<file path="src/rtl/tick_delay_arbiter.sv">
// Round-robin owner of one prescaled down-counter; grant one edge after req, done D*(PRESCALE_MAX+1) clocks after grant.
// Losing requests stay pending at their req level; TICK_DELAY_ABORT_EN lets an owner cancel by dropping req.
module tick_delay_arbiter #(
  parameter int NUM_REQ       = 4,
  parameter int PRESCALE_MAX  = 49,
  parameter int PRESCALE_SIZE = 6,
  parameter int DELAY_SIZE    = 16
) (
  input  logic                          clk,
  input  logic                          reset,
  input  logic [NUM_REQ-1:0]            req,
  input  logic [NUM_REQ*DELAY_SIZE-1:0] delay_ticks,
  output logic [NUM_REQ-1:0]            grant,
  output logic [NUM_REQ-1:0]            done,
  output logic                          busy,
  output logic                          tick
);

  localparam int IDXW = (NUM_REQ > 1) ? $clog2(NUM_REQ) : 1;
  localparam int IW1  = IDXW + 1;
  localparam logic [PRESCALE_SIZE-1:0] PMAX = PRESCALE_SIZE'(PRESCALE_MAX);
  localparam logic [IDXW-1:0]          LAST = IDXW'(NUM_REQ - 1);
  localparam logic [NUM_REQ-1:0]       ONE  = NUM_REQ'(1);

  typedef enum logic [1:0] {IDLE, COUNT, DONE} state_t;

  state_t                  state_q, state_d;
  logic [NUM_REQ-1:0]      grant_q, grant_d;
  logic [IDXW-1:0]         winner_q, winner_d;
  logic [IDXW-1:0]         rr_q, rr_d;
  logic [PRESCALE_SIZE-1:0] presc_q, presc_d;
  logic [DELAY_SIZE-1:0]   remaining_q, remaining_d;

  logic [DELAY_SIZE-1:0]   delay_arr [NUM_REQ];
  logic                    any_req;
  logic [IDXW-1:0]         win_idx;

  for (genvar g = 0; g < NUM_REQ; g++) begin : g_slice
    assign delay_arr[g] = delay_ticks[g*DELAY_SIZE +: DELAY_SIZE];
  end

  // Scan downward so the requester closest to rr_q is the last (winning) match.
  always_comb begin : arb
    logic [IW1-1:0] idx;
    any_req = 1'b0;
    win_idx = '0;
    idx     = '0;
    for (int i = NUM_REQ - 1; i >= 0; i--) begin
      idx = {1'b0, rr_q} + IW1'(i);
      if (idx >= IW1'(NUM_REQ)) idx = idx - IW1'(NUM_REQ);
      if (req[idx[IDXW-1:0]]) begin
        any_req = 1'b1;
        win_idx = idx[IDXW-1:0];
      end
    end
  end

  assign tick  = (state_q == COUNT) && (presc_q == PMAX);
  assign busy  = (state_q != IDLE);
  assign grant = grant_q;
  assign done  = (state_q == DONE) ? grant_q : '0;

  always_comb begin
    state_d     = state_q;
    grant_d     = grant_q;
    winner_d    = winner_q;
    rr_d        = rr_q;
    presc_d     = '0;
    remaining_d = remaining_q;
    unique case (state_q)
      IDLE: begin
        if (any_req) begin
          grant_d     = ONE << win_idx;
          winner_d    = win_idx;
          remaining_d = delay_arr[win_idx];
          rr_d        = (win_idx == LAST) ? '0 : win_idx + IDXW'(1);
          state_d     = (delay_arr[win_idx] == '0) ? DONE : COUNT;
        end
      end
      COUNT: begin
`ifdef TICK_DELAY_ABORT_EN
        if (!req[winner_q]) begin
          state_d = IDLE;
          grant_d = '0;
        end else
`endif
        begin
          presc_d = tick ? '0 : presc_q + PRESCALE_SIZE'(1);
          if (tick) begin
            remaining_d = remaining_q - DELAY_SIZE'(1);
            if (remaining_q == DELAY_SIZE'(1)) state_d = DONE;
          end
        end
      end
      DONE: begin
        state_d = IDLE;
        grant_d = '0;
      end
      default: begin
        state_d = IDLE;
        grant_d = '0;
      end
    endcase
  end

  always_ff @(posedge clk or posedge reset) begin
    if (reset) begin
      state_q     <= IDLE;
      grant_q     <= '0;
      winner_q    <= '0;
      rr_q        <= '0;
      presc_q     <= '0;
      remaining_q <= '0;
    end else begin
      state_q     <= state_d;
      grant_q     <= grant_d;
      winner_q    <= winner_d;
      rr_q        <= rr_d;
      presc_q     <= presc_d;
      remaining_q <= remaining_d;
    end
  end

endmodule

</file>
<file path="config.mk">
export PLATFORM = sky130hd
export DESIGN_NAME = tick_delay_arbiter
export DESIGN_NICKNAME = d
export VERILOG_FILES = /design/src/rtl/tick_delay_arbiter.sv
export SDC_FILE = /design/constraint.sdc
export NUM_CORES = 1
export LEC_CHECK = 0
export ABC_CLOCK_PERIOD_IN_PS = 3000
export BUFFER_PORTS_ARGS = -buffer_cell sky130_fd_sc_hd__buf_2
export CAP_MARGIN = 20
export CORE_ASPECT_RATIO = 1.75
export CORE_UTILIZATION = 51
export DETAILED_ROUTE_END_ITERATION = 7
export PLACE_DENSITY = 0.81
export SYNTH_ARGS = -nofsm -noshare
export SYNTH_HDL_FRONTEND = slang
export SYNTH_SLANG_ARGS = --single-unit
</file>
<file path="constraint.sdc">
create_clock -name clk -period 3 [get_ports clk]
set_input_delay 0 -clock clk [delete_from_list [all_inputs] [get_ports clk]]
set_output_delay 0 -clock clk [all_outputs]
set_load 0.05 [all_outputs]
</file>
==> results.md, run 1 <==
* Status: completed
* Slowest-stage cell, CP: a311oi_2
* Mux cell area share after synthesis at 0.219
* Met1 Wirelength at 2.16 mm
* Count of buffers from port buffering at 79
* Unrepaired setup endpoints after global routing: false
* Sequential power share at 0.422
* Area leader, netlist: dfrtp_1
* Final Net Count at 427
* Period utilisation layout at 0.887
* Max Clock Skew at 10.9 ps
* Fillers at 388
* Combinational power share at 0.275
* Critical Path AT at 2810 ps
* Most common cell after layout, fill and taps aside: buf_2
* Endpoint class of the critical path: flip-flop
* Largest net degree at the start of global routing at 23
* Syn Nets at 347
* Crit path kind: flip-flop to flip-flop
* Core box area at 4400 µm²
* WHS at 214 ps
* Max stage delay on crit path at 570 ps
* Post-synthesis compound-gate area fraction at 0.178
* Largest family of logic cells by synthesized area: multiplexers
* Slew HR at 0.571
* DRC violations left at 0
* All-Layer GR Usage at 0.269
* Mapped Area at 2360 µm²
* Top cells by area, synth: dfrtp_1 (32%), mux2i_1 (16%), mux2_2 (6.2%)
* Initial antenna violation count at 0
* Final HPWL DP at 4.84 mm
* Vias at 2,380
* CP max FO at 6
* Pwr/cell area at 350 nW/µm²
* Clock Tree Buf Depth at 2
* Worst-Skew Late Latency at 280 ps
* Width of the die at 53.4 µm
* Boundary Pins at 80
* Achievable clock frequency at 0.376 GHz
* H-tree depth at 2
* Most common cell on crit path: mux2i_1
* Simple-gate share of the synthesized area at 0.171
* P_sw at 305 µW
* Worst slew pin tran at 641 ps
* DR WL met2 at 3.34 mm
* Sw Ratio at 0.300
* #FFs+latches synth at 30
* Die Area at 4910 µm²
* Critical-path cell list: mux2i_1, nor2_1, a311oi_2, mux2i_1, or4_1, nor4_2, o21ai_0
* Sequential-to-total area share from yosys stat at 0.318
* Sum of negative setup slack at 0 ps
* Adder-Cell Fraction of Synth Area at 0.0424
* Initial core utilization at 0.536
* Clk pin slew, worst setup/hold paths at 70 ps
* Total CTS buffers at 5
* Worst min path class: primary input to flip-flop
* Vias in the first global route at 2,366
* CTS Sinks at 30
* Top Layer Used: met4
* Antenna Cells at 0
* FP Rows at 32
* Commonest non-fill, non-tap cells in the layout: buf_2 (79), mux2i_1 (37), dfrtp_1 (30)
* Avg WL per Cell at 15.3 µm
* Initial DRC Count at 52
* Data required time of the critical path at 3150 ps
* Vias per cell at 5.95
* Total grt overflow at 0
* Count of cell types in the netlist at 42
* Worst Setup Start Kind: flip-flop
* Ys Warns at 0
* Post-synth top area share at 0.318
* Synth Area in XOR/XNOR at 0.0149
* TritonCTS clock tree: yes
* Pins Over Slew Limit at 0
* Met3 wire length at 348 µm
* Leak at 0.00140 µW
* DRT Pass-1 Iters at 4
* Detail Route Antenna Nets at 0
* Routed wire length at 6.12 mm
* Peak VDD IR at 296 µV
* Cells after Synth at 269
* Clock power frac at 0.303
* Avg Synthesized Cell Area at 8.77 µm²
* Global-route wire length before repair at 9.85 mm
* Layout cell share with drive strength beyond 1 at 0.330
* DIE HEIGHT at 92.0 µm
* Final setup viols at 0
* P_int at 711 µW
* Fin crit period at 2660 ps
* Final hold vios at 0
* Max Cap Viol at 0
* Area Overhead vs Synth at 23.2%
* Root Driver: clkbuf_8
* Global placement routability congestion at 0.947
per-stage QoR:
step | instance area [µm²] | utilization | total power, µW | cells | setup WS, ps
floorplan | 2360 | - | 629 | 269 | 796
global placement | 2790 | 0.633 | 700 | 391 | 550
detailed placement | 2820 | 0.639 | 715 | 392 | 390
CTS | 2910 | 0.660 | 1030 | 400 | 366
global route | 2910 | 0.660 | 1060 | 400 | 198
finish | 2910 | 0.660 | 1020 | 400 | 338
worst paths after layout:
check / slack (ps) / start / cells past startpoint / end
max: 340 / rr_q[1] / 7 / state_q[0]
min: 210 / delay_ticks[16] / 4 / remaining_q[0]
max reg2reg: 340 / rr_q[1] / 7 / state_q[0]
min reg2reg: 500 / presc_q[0] / 1 / presc_q[0]
max in group asynchronous: 2270 / reset / 4 / remaining_q[15]
min in group asynchronous: 270 / reset / 3 / remaining_q[0]
flip-flops by register name, summed over array words and instances, names as in the netlist:
name,count
presc_q,6
rr_q,2
remaining_q,16
grant,4
state_q,2
metal layers:
layer | GRT usage | vias to the layer above
li1 | - | 1132
met1 | 0.273 | 1100
met2 | 0.493 | 115
met3 | 0.0398 | 33
met4 | 0.140 | 0
met5 | 0 | -
Yosys cell counts (all sizes together):
cell,n
nand4b,2
nand4,5
nor2,21
a22o,4
nand3b,2
o2bb2a,1
nor2b,1
o2bb2ai,1
nor3,9
clkbuf,8
dfrtp,30
buf,7
ha,8
nor4,5
and2,4
o21ai,27
a32o,2
a211oi,1
or3,1
or2,3
xor2,2
inv,12
a21oi,26
o211a,1
o22a,1
o22ai,3
mux2,13
a311oi,1
nand2b,3
nand2,19
nand3,5
xnor2,2
or4,1
mux2i,37
o41ai,1
logic make-up after synthesis:
group,count (synthesis)
buffers and inverters,27
AOI/OAI and AO/OA,69
adders and majority gates,8
DFF,30
xor gates and xnor gates,4
muxes,50
and+or+nand+nor,81
timing repair:
item,CTS,global route
gates resized for setup,0,0
endpoints found under the setup margin,0,0
hold buffers,1,0
endpoints found under the hold margin,8,0
setup buffers,0,0
area by class of cell:
type                            instances  area, µm²  area share
Clock buffer                            5       68.8      0.0237
Clock inverter                          2       10.0     0.00345
Inverter                               12       45.0      0.0155
Multi-Input combinational cell        212       1480       0.510
Sequential cell                        30        751       0.258
Tap cell                               51       63.8      0.0220
Timing Repair Buffer                   88        485       0.167
power groups by stage:
stage | combinational (µW) | sequential [µW] | clock (µW)
after detailed placement | 279 | 436 | 0
final | 279 | 428 | 308
after CTS | 281 | 428 | 317
after global routing | 304 | 430 | 330
after global placement | 265 | 435 | 0
after floorplan | 184 | 446 | 0
worst max-delay path: cells and delay by family (launching register included):
family	cells	cell delay, ps
AOI/OAI and AO/OA	2	690
DFF	1	490
muxes	2	440
and+or+nand+nor	3	910
Note: power is estimated with default switching activity, not from simulation.
==> run 2: changes to the inputs <==
--- a/config.mk
+++ b/config.mk
@@ -12,6 +12,7 @@
 export CORE_UTILIZATION = 51
 export DETAILED_ROUTE_END_ITERATION = 7
 export PLACE_DENSITY = 0.81
+export RECOVER_POWER = 50
 export SYNTH_ARGS = -nofsm -noshare
 export SYNTH_HDL_FRONTEND = slang
 export SYNTH_SLANG_ARGS = --single-unit
==> run 2 against run 1 <==
Net effect: largest power group unchanged; sequential cell count unchanged; die area unchanged; maximum frequency decreased by 0.72%; hold slack about the same; cell area decreased by 1.0%; sequential power about the same; register-to-register slack got worse by 20 ps; non-clock buffer count unchanged.
==> results.md, run 2 (synthesis results as in run 1) <==
* CTS Sinks at 30 (unchanged)
* Commonest non-fill, non-tap cells in the layout: buf_2 (74), mux2i_1 (37), dfrtp_1 (30)
* Final Net Count at 427 (unchanged)
* Cts hold-fix bufs at 1 (unchanged)
* Fin crit period at 2680 ps (+19.4 ps)
* Total grt overflow at 0 (unchanged)
* Largest net degree at the start of global routing at 23 (unchanged)
* Worst reg-to-reg setup slack at 320 ps (-20 ps)
* Data required time of the critical path at 3150 ps (about the same)
* Post-CTS Setup Bufs at 0 (unchanged)
* Status: completed
* Initial core utilization at 0.536 (unchanged)
* Die Area at 4910 µm² (unchanged)
* Vias at 2,389 (+0.38%)
* Peak VDD IR at 296 µV (about the same)
* FP Rows at 32 (unchanged)
* Final setup viols at 0 (unchanged)
* Fin area at 2880 µm² (-1.0%)
* Pins Over Slew Limit at 0 (unchanged)
* Period utilisation layout at 0.894 (+0.00646)
* Clock Tree Buf Depth at 2 (unchanged)
* Critical R2R Capture: state_q[0]
* Initial antenna violation count at 0 (unchanged)
* All-Layer GR Usage at 0.269 (unchanged)
* Most common cell after layout, fill and taps aside: buf_2
* Initial DRC Count at 66 (+27%)
* Area Overhead vs Synth at 21.9%
* Avg WL per Cell at 15.3 µm (+0.23%)
* Max reg flops at 16 (unchanged)
* Crit path kind: flip-flop to flip-flop
* WHS Path Cells at 4 (unchanged)
* Utilization after layout at 0.653 (-0.00682)
* Vias per cell at 5.97 (+0.38%)
* Hold path start: delay_ticks[16]
* DP Area at 2820 µm² (unchanged)
* Final HPWL DP at 4.84 mm (unchanged)
* Antenna Cells at 0 (unchanged)
* Biggest register: remaining_q
* Count of buffers from port buffering at 79 (unchanged)
* Reg2Reg Depth at 7 (unchanged)
* Worst slew pin tran at 1190 ps (+553 ps)
* Final hold vios at 0 (unchanged)
* Max Cap Viol at 0 (unchanged)
* Width of the die at 53.4 µm (unchanged)
* Critical Path AT at 2830 ps (+20 ps)
* Global-route wire length before repair at 9.85 mm (unchanged)
* Slew HR at 0.204 (-0.367)
* Achievable clock frequency at 0.373 GHz (-0.72%)
* Layout cell share with drive strength beyond 1 at 0.312 (-0.0172)
* Max Clock Skew at 11.0 ps (+0.100 ps)
* Worst min path class: primary input to flip-flop
* Routed wire length at 6.14 mm (+0.23%)
* Boundary Pins at 80 (unchanged)
* Pwr/cell area at 352 nW/µm² (+0.60%)
* Detail Route Antenna Nets at 0 (unchanged)
* DIE HEIGHT at 92.0 µm (unchanged)
* Core box area at 4400 µm² (unchanged)
* Global placement routability congestion at 0.947 (unchanged)
* Clk pin slew, worst setup/hold paths at 70 ps (about the same)
* Leak at 0.00138 µW (-1.9%)
* Vias in the first global route at 2,366 (unchanged)
* Worst r2r src: rr_q[1]
* Sum of negative setup slack at 0 ps (unchanged)
* Fillers at 396 (+2.1%)
* Unrepaired setup endpoints after global routing: false
* Root Driver: clkbuf_8
* Total CTS buffers at 5 (unchanged)
* # resized after CTS at 0 (unchanged)
* DRT Pass-1 Iters at 4 (unchanged)
* Hold Path Sink: remaining_q[0]
* DRC violations left at 0 (unchanged)
* TritonCTS clock tree: yes
* CP max FO at 6 (unchanged)
* Worst-Skew Late Latency at 280 ps (about the same)
* Worst Setup Start Kind: flip-flop
* Endpoint class of the critical path: flip-flop
* H-tree depth at 2 (unchanged)
run 2: changes by cell type in the layout (fill, tap and decap cells not counted):
cell and change:
clkbuf_1 +6, buf_2 -5, buf_16 -1
run 2: where the power goes:
part | internal [µW] | leakage, µW | switching [µW]
Combinational | 136 | 0.000978 | 139
Sequential | 416 | 0.000354 | 12.8
Clock | 155 | 0.0000438 | 153
run 2: worst max-delay path, stage by stage (launching register included):
cell,delay [ps]
dfrtp_1,490
mux2i_1,220
nor2_1,70
a311oi_2,570
mux2i_1,220
or4_1,550
nor4_2,310
o21ai_0,130
run 2: final cells by class:
cell class	instances	area [µm²]	share of cell area
Timing Repair Buffer	88	455	0.158
Multi-Input combinational cell	212	1480	0.515
Clock buffer	5	68.8	0.0239
Clock inverter	2	10.0	0.00348
Inverter	12	45.0	0.0157
Tap cell	51	63.8	0.0222
Sequential cell	30	751	0.261
run 2: per-layer routing:
| metal | part of all wire | global-route usage | wire, µm |
|---|---|---|---|
| met1 | 0.36 | 0.273 | 2190 |
| met2 | 0.54 | 0.493 | 3320 |
| met3 | 0.056 | 0.0398 | 345 |
| met4 | 0.047 | 0.140 | 289 |
| met5 | 0 | 0 | 0 |
run 2: stage by stage:
| step | hold WS, ps | power, µW | worst slack (ps) | std cells |
|---|---|---|---|---|
| 3_5_place_dp | 18.5 | 715 | 390 | 392 |
| 6_report | 214 | 1010 | 318 | 400 |
| 4_1_cts | 220 | 1030 | 366 | 400 |
| 5_1_grt | 249 | 1060 | 198 | 400 |
| 2_1_floorplan | 90.8 | 629 | 796 | 269 |
| 3_3_place_gp | 339 | 700 | 550 | 391 |
run 2: worst max path at each step:
stage                 start          to  slack, ps  cells past startpoint
floorplan           rr_q[1]  state_q[0]        800                     10
global placement    rr_q[1]  state_q[0]        550                      9
detailed placement  rr_q[1]  state_q[0]        390                      8
CTS                 rr_q[1]  state_q[0]        370                      7
global route        rr_q[1]  state_q[0]        200                      7
finish              rr_q[1]  state_q[0]        320                      7
